## config.mk

```make
export PLATFORM = sky130hd
export DESIGN_NAME = rr_arb_mux
export DESIGN_NICKNAME = d
export VERILOG_FILES = /design/src/rtl/rr_arb_mux.sv
export SDC_FILE = /design/constraint.sdc
export NUM_CORES = 1
export LEC_CHECK = 0
export ABC_AREA = 1
export BUFFER_PORTS_ARGS = -buffer_cell sky130_fd_sc_hd__buf_2
export CAP_MARGIN = 20
export CORE_UTILIZATION = 46
export CTS_CLUSTER_DIAMETER = 150
export CTS_CLUSTER_SIZE = 30
export DETAILED_ROUTE_END_ITERATION = 10
export PLACE_DENSITY = 0.81
export SLEW_MARGIN = 20
export SYNTH_ARGS = -nofsm -noshare
export SYNTH_HDL_FRONTEND = slang
export SYNTH_SLANG_ARGS = --single-unit
export TNS_END_PERCENT = 100
```

## constraint.sdc

```tcl
create_clock -name clk -period 2.4 [get_ports clk]
set_input_delay 0 -clock clk [delete_from_list [all_inputs] [get_ports clk]]
set_output_delay 0 -clock clk [all_outputs]
set_load 0.02 [all_outputs]
```

## src/rtl/rr_arb_mux.sv

```systemverilog
// rr_arb_mux: N-to-1 round-robin arbitrated mux with a registered output.
// Optional packet lock enabled by RR_ARB_MUX_LOCK_EN (adds in_last/out_last).
module rr_arb_mux #(
    parameter int Bit_Width = 32,
    parameter int NUM_IN    = 4,
    parameter int SEL_W     = $clog2(NUM_IN)
) (
    input  logic                        clk,
    input  logic                        rst_n,
    input  logic [NUM_IN*Bit_Width-1:0] in_data,
    input  logic [NUM_IN-1:0]           in_valid,
    output logic [NUM_IN-1:0]           in_ready,
`ifdef RR_ARB_MUX_LOCK_EN
    input  logic [NUM_IN-1:0]           in_last,
    output logic                        out_last,
`endif
    output logic [Bit_Width-1:0]        out_data,
    output logic                        out_valid,
    input  logic                        out_ready,
    output logic [SEL_W-1:0]            out_sel
);

    logic [SEL_W-1:0]     r_ptr;
    logic                 r_out_valid;
    logic [Bit_Width-1:0] r_out_data;
    logic [SEL_W-1:0]     r_out_sel;

    logic                 w_load_en;
    logic                 w_found;
    logic                 w_xfer;
    logic [SEL_W-1:0]     w_gidx;
    logic [SEL_W-1:0]     w_cand;
    logic [NUM_IN-1:0]    w_grant;
    logic [Bit_Width-1:0] w_ch [NUM_IN];

`ifdef RR_ARB_MUX_LOCK_EN
    logic                 r_lock;
    logic                 r_out_last;
`endif

    for (genvar gi = 0; gi < NUM_IN; gi++) begin : g_unpack
        assign w_ch[gi] = in_data[gi*Bit_Width +: Bit_Width];
    end

    // Grant search: first valid channel after ptr, wrapping around.
    always_comb begin
        w_found = 1'b0;
        w_gidx  = '0;
        w_cand  = '0;
        w_grant = '0;
        for (int k = 1; k <= NUM_IN; k++) begin
            w_cand = SEL_W'((int'(r_ptr) + k) % NUM_IN);
            if (!w_found && in_valid[w_cand]) begin
                w_found = 1'b1;
                w_gidx  = w_cand;
            end
        end
`ifdef RR_ARB_MUX_LOCK_EN
        // A locked packet keeps the grant even across valid bubbles.
        if (r_lock) begin
            w_found = 1'b1;
            w_gidx  = r_ptr;
        end
`endif
        if (w_found) begin
            w_grant[w_gidx] = 1'b1;
        end
    end

    assign w_load_en = !r_out_valid || out_ready;
    assign in_ready  = w_grant & {NUM_IN{w_load_en & rst_n}};
    assign w_xfer    = |(in_ready & in_valid);

    // Output stage: load on accepted beat, clear valid on drain-to-empty.
    always_ff @(posedge clk or negedge rst_n) begin
        if (!rst_n) begin
            r_out_valid <= 1'b0;
            r_out_data  <= '0;
            r_out_sel   <= '0;
            r_ptr       <= SEL_W'(NUM_IN - 1);
        end else if (w_xfer) begin
            r_out_valid <= 1'b1;
            r_out_data  <= w_ch[w_gidx];
            r_out_sel   <= w_gidx;
            r_ptr       <= w_gidx;
        end else if (r_out_valid && out_ready) begin
            r_out_valid <= 1'b0;
        end
    end

`ifdef RR_ARB_MUX_LOCK_EN
    // Packet lock: held from a non-last beat until the last beat is taken.
    always_ff @(posedge clk or negedge rst_n) begin
        if (!rst_n) begin
            r_lock     <= 1'b0;
            r_out_last <= 1'b0;
        end else if (w_xfer) begin
            r_lock     <= !in_last[w_gidx];
            r_out_last <= in_last[w_gidx];
        end
    end

    assign out_last = r_out_last;
`endif

    assign out_valid = r_out_valid;
    assign out_data  = r_out_data;
    assign out_sel   = r_out_sel;

endmodule

```

---- Word level (Yosys, flattened, before mapping) ----
Index checks and enable logic that the tools add are counted.
storage, ports and cells
  input port bits ......................... 135
  flip-flop bits (word level) ............. 37
cells by class
  order comparisons ....................... 7
  muxes and demuxes ....................... 24
  bitwise logic cells ..................... 4
  add/sub/neg operators ................... 4
  reductions and logical operators ........ 12
operators with widths
  cell                                                                          number
  32-bit binary-select mux with 2-bit select                                    1
  32-bit 2-to-1 mux                                                             2
  2-bit by 3-bit less-than comparator with 1-bit output, second input constant  5
  1-bit 2-to-1 mux                                                              11
  4-bit AND                                                                     2
  1-bit binary-select mux with 2-bit select                                     4
  2-bit 2-to-1 mux                                                              4
  1-bit logical AND                                                             5
  2-bit by 1-bit adder with 2-bit output, second input constant                 2
  2-bit adder, second input constant                                            2
  1-bit zero test                                                               4
  4-bit 2-to-1 mux                                                              1
  4-bit OR reduction                                                            1
  3-bit >= comparator, second input constant                                    1
  2-bit inverter with 3-bit output                                              1
  1-bit demux with 2-bit select                                                 1
  2-bit by 1-bit >= comparator with 1-bit output, second input constant         1
  2-bit nonzero test                                                            1
  1-bit AND                                                                     1
  1-bit logical OR                                                              1

---- Longest topological paths before layout ----
  depth after elaboration ................. 22
  depth in mapped cells ................... 18
  depth with buffers taken out ............ 15

---- Least setup slack after synthesis ----
No wires, ideal clock.
  path type ............................... register to output
  start ................................... register r_ptr[0]
  end ..................................... output port in_ready[0]
  stages on the path, launching flop included .. 14
  required time ........................... 2400 ps
  arrival time ............................ 2058 ps
  path buffers ............................ 3
  path slack .............................. 342 ps
  cells stage by stage .................... dfstp_2 -> buf_6 -> inv_6 -> nand2_2 -> nand2_2 -> nand2_1 -> nand2_1 -> nor2_4 -> nand3_4 -> nand3_4 -> buf_8 -> buf_8 -> inv_2 -> nor3_1
between the ends
  word-level cells in the longest chain between the ends .. 19
  elaborated cells on any way between the ends .. 33
  those cells by class .................... add/sub (4); order compare (2); mux (19); bitwise (1); reduce/logical (7)
RTL lines
  what                                                                                                                                                  RTL line  source
  from (decl)                                                                                                                                           23        logic [SEL_W-1:0] r_ptr;
  from (signal assigned)                                                                                                                                80        r_ptr <= SEL_W'(NUM_IN - 1);
  from (signal assigned)                                                                                                                                85        r_ptr <= w_gidx;
  2-bit by 1-bit adder with 2-bit output                                                                                                                52        w_cand = SEL_W'((int'(r_ptr) + k) % NUM_IN);
  1-bit binary-select mux with 2-bit select                                                                                                             53        if (!w_found && in_valid[w_cand]) begin
  1-bit 2-to-1 mux (implied by the code)                                                                                                                53
  1-bit 2-to-1 mux                                                                                                                                      53
  1-bit zero test                                                                                                                                       53
  1-bit logical AND                                                                                                                                     53
  1-bit 2-to-1 mux                                                                                                                                      53
  1-bit zero test                                                                                                                                       53
  (+3 left out)                                                                                                                                         --
  1-bit logical AND                                                                                                                                     53
  2-bit 2-to-1 mux                                                                                                                                      53
  2-bit by 3-bit less-than comparator with 1-bit output (implied by the code) / 2-bit by 1-bit >= comparator with 1-bit output (equally long branches)  66        w_grant[w_gidx] = 1'b1;
  1-bit logical AND (implied by the code)                                                                                                               66
  1-bit 2-to-1 mux (implied by the code)                                                                                                                66
  1-bit demux with 2-bit select                                                                                                                         66
  4-bit 2-to-1 mux *                                                                                                                                    65        if (w_found) begin
  4-bit AND *                                                                                                                                           71        assign in_ready = w_grant & {NUM_IN{w_load_en & rst_n}};
  to (decl)                                                                                                                                             12        output logic [NUM_IN-1:0] in_ready,
Mark *: on every way between the ends. The rest lies on a longest branch, timed or not. The select of a mux whose other input is x is not followed.

---- Final worst setup path ----
Ends and elaborated chain as after synthesis.

==> results.json <==
{
  "drt-met1-wl_um": 4020,
  "gr-total-overflow": 0,
  "reg2reg_depth": 15,
  "cap_violations": 0,
  "grt_pass1_wl_um": 16200,
  "die_x_um": 85.7,
  "dp_cells": 778,
  "gp_congestion": 0.896,
  "synthesis.area_sq_um": 3220,
  "via_per_inst": 5.03,
  "place_area_sq_um": 4080,
  "synth_cell_type_count": 25,
  "cts_tree": "yes",
  "start_util_pct": 47.4,
  "cts_sinks": 37,
  "grt_pass1_vias": 3689,
  "slew_headroom_pct": 68.3,
  "cts_buffers": 5,
  "critPathLaunchType": "flop",
  "hpwl_um": 6840,
  "n_fill_cell": 668,
  "end_kind": "output port",
  "drt_iter0_drc": 200,
  "setup_violations": 0,
  "r2r_start": "r_ptr[0]",
  "report.final.slew_viol_count": 0,
  "clock_skew_ns": 0.00132,
  "final_cell_mix": "nand2_1 (345), buf_2 (173), nand4_1 (64)",
  "fmax_mhz": 441,
  "fin_crit_sh_pct": 94.5,
  "dr_wl_met3_um": 658,
  "drc_errors": 0,
  "top_layer": "met4",
  "worst_pin_slew_ns": 0.475,
  "row_count": 30,
  "htreeDepth": 2,
  "area_growth_pct": 30.8,
  "post-place-ws_ns": 0.165,
  "holdPathStages": 7,
  "cellPowerDensity_nw_per_um2": 1850,
  "drive_gt1_share_pct": 32.9,
  "grt_antenna_before_repair": 0,
  "r2r_end": "out_data[14]",
  "vias": 3979,
  "arrival_ns": 2.27,
  "io_buffer_count": 173,
  "power.total_mw": 7.81,
  "irDropWorstVdd_mv": 1.10,
  "routed_wl_um": 9610,
  "final_area_sq_um": 4220,
  "ant_nets": 0,
  "hold_class": "in2reg",
  "die_area_sq_um": 7350,
  "yosys_warnings": 0,
  "startpoint": "r_ptr[0]",
  "layout_commonest_cell": "nand2_1",
  "wl_per_cell_um": 12.1,
  "postSynthRegisterBits": 37,
  "required_ns": 2.40,
  "num_io_pins": 174,
  "critPathKind": "reg2out",
  "ff_latch_area_sq_um": 928,
  "final-hold-violation-count": 0,
  "n_antenna_cell": 0,
  "grt_max_degree": 65,
  "period_needed_ns": 2.27,
  "crit_end": "in_ready[0]",
  "final_core_util_pct": 62.1,
  "fp.dieH_um": 85.7,
  "dr.pass1.iters": 4,
  "clk_pin_slew_ns": 0.07,
  "ctsLongestPathBuffers": 2,
  "outcome": "completed",
  "core_sq_um": 6790,
  "r2r_setup_slack_ns": 0.16,
  "syn_avg_cell_area_sq_um": 6.00,
  "cts-root-buf": "clkbuf_8",
  "fin_nets": 829,
  "insertion_delay_ns": 0.28,
  "synth_fp_nets": 672,
  "wl_met2_um": 4820,
  "path_max_fanout": 17,
  "fin_cells": 791,
  "synthCells": 537,
  "leakagePower_nw": 2.64,
  "synth.yosys.seq_area_share_pct": 28.8,
  "grt_use_total_pct": 27.3,
  "fin_ws_ns": 0.132,
  "multi_input_area_sq_um": 1960
}
## cell families (layout without fill, tap and decap cells)
family | Yosys count | count (layout) | synth area share, %
simple gates | 441 | 441 | 59.8
flops | 37 | 37 | 28.8
buf+inv | 53 | 211 | 10.4
compound gates | 6 | 6 | 1.05
## Yosys cell counts (all sizes together)
cell	instances	share of area, %
nor3	4	0.62
inv	11	1.4
o21ai	4	0.62
dfstp	2	1.6
nand3	7	2.0
a31oi	1	0.19
nand2	363	44
clkbuf	2	0.23
nand4	64	12
dfrtp	35	27
nor2	3	0.89
o21a	1	0.23
buf	40	8.7
## worst min path at each step
| stage | endpoint | slack (ns) | from |
|---|---|---|---|
| floorplan | out_data[0] | -0.30 | rst_n |
| global placement | out_valid | 0.1 | rst_n |
| detailed placement | out_valid | 0.10 | rst_n |
| CTS | out_data[10] | 0.07 | in_data[74] |
| global route | out_data[19] | 0.1 | in_data[83] |
| finish | out_data[10] | 0.08 | in_data[74] |
## report_power, final
part / total, mW / switching [mW] / internal, mW
sequential: 1.11 / 0.171 / 0.940
combinational: 6.26 / 4.08 / 2.17
clock: 0.446 / 0.211 / 0.234
total: 7.81 / 4.47 / 3.35
## layout make-up
class	instances	area share, %
inverter	11	1.10
clock buffer	8	2.14
sequential	37	22.0
multi-input combinational	447	46.5
tap	96	2.85
timing repair buffer	192	25.4
## worst max-delay path, cell delays in order, from the launching register on
cell and delay (ns):
dfstp_2 0.60, buf_4 0.17, nand2_1 0.06, nand2_1 0.11, nand2_1 0.08, nand2_2 0.09
nand2_2 0.08, nand2_2 0.06, nand2_2 0.08, nand3_4 0.22, inv_2 0.08, nor3_1 0.17
buf_2 0.19
## sequential cells by signal (all words and copies together), names as in the netlist
| signal | cells |
|---|---|
| r_ptr | 2 |
| out_data | 32 |
| out_valid | 1 |
| out_sel | 2 |
## per-stage QoR
| stage | hold WS, ns | setup TNS [ns] |
|---|---|---|
| after global placement | 0.0980 | 0 |
| after detailed placement | 0.103 | 0 |
| after CTS | 0.0699 | 0 |
| after floorplan | -0.296 | 0 |
| after global routing | 0.0967 | -0.00455 |
| final | 0.0806 | 0 |
## layer usage
metal	global-route usage, %	up-vias
met4	6.97	0
met5	0	-
li1	-	2027
met2	51.6	155
met3	4.81	10
met1	31.8	1787
## repair_timing
action	CTS	global route
hold buffers	2	0
cloned	0	0
gates resized for setup	0	2
pin swaps	0	0
setup buffers	1	2
endpoints found under the setup margin	1	2
endpoints found under the hold margin	36	0
(Power assumes the default switching activity.)
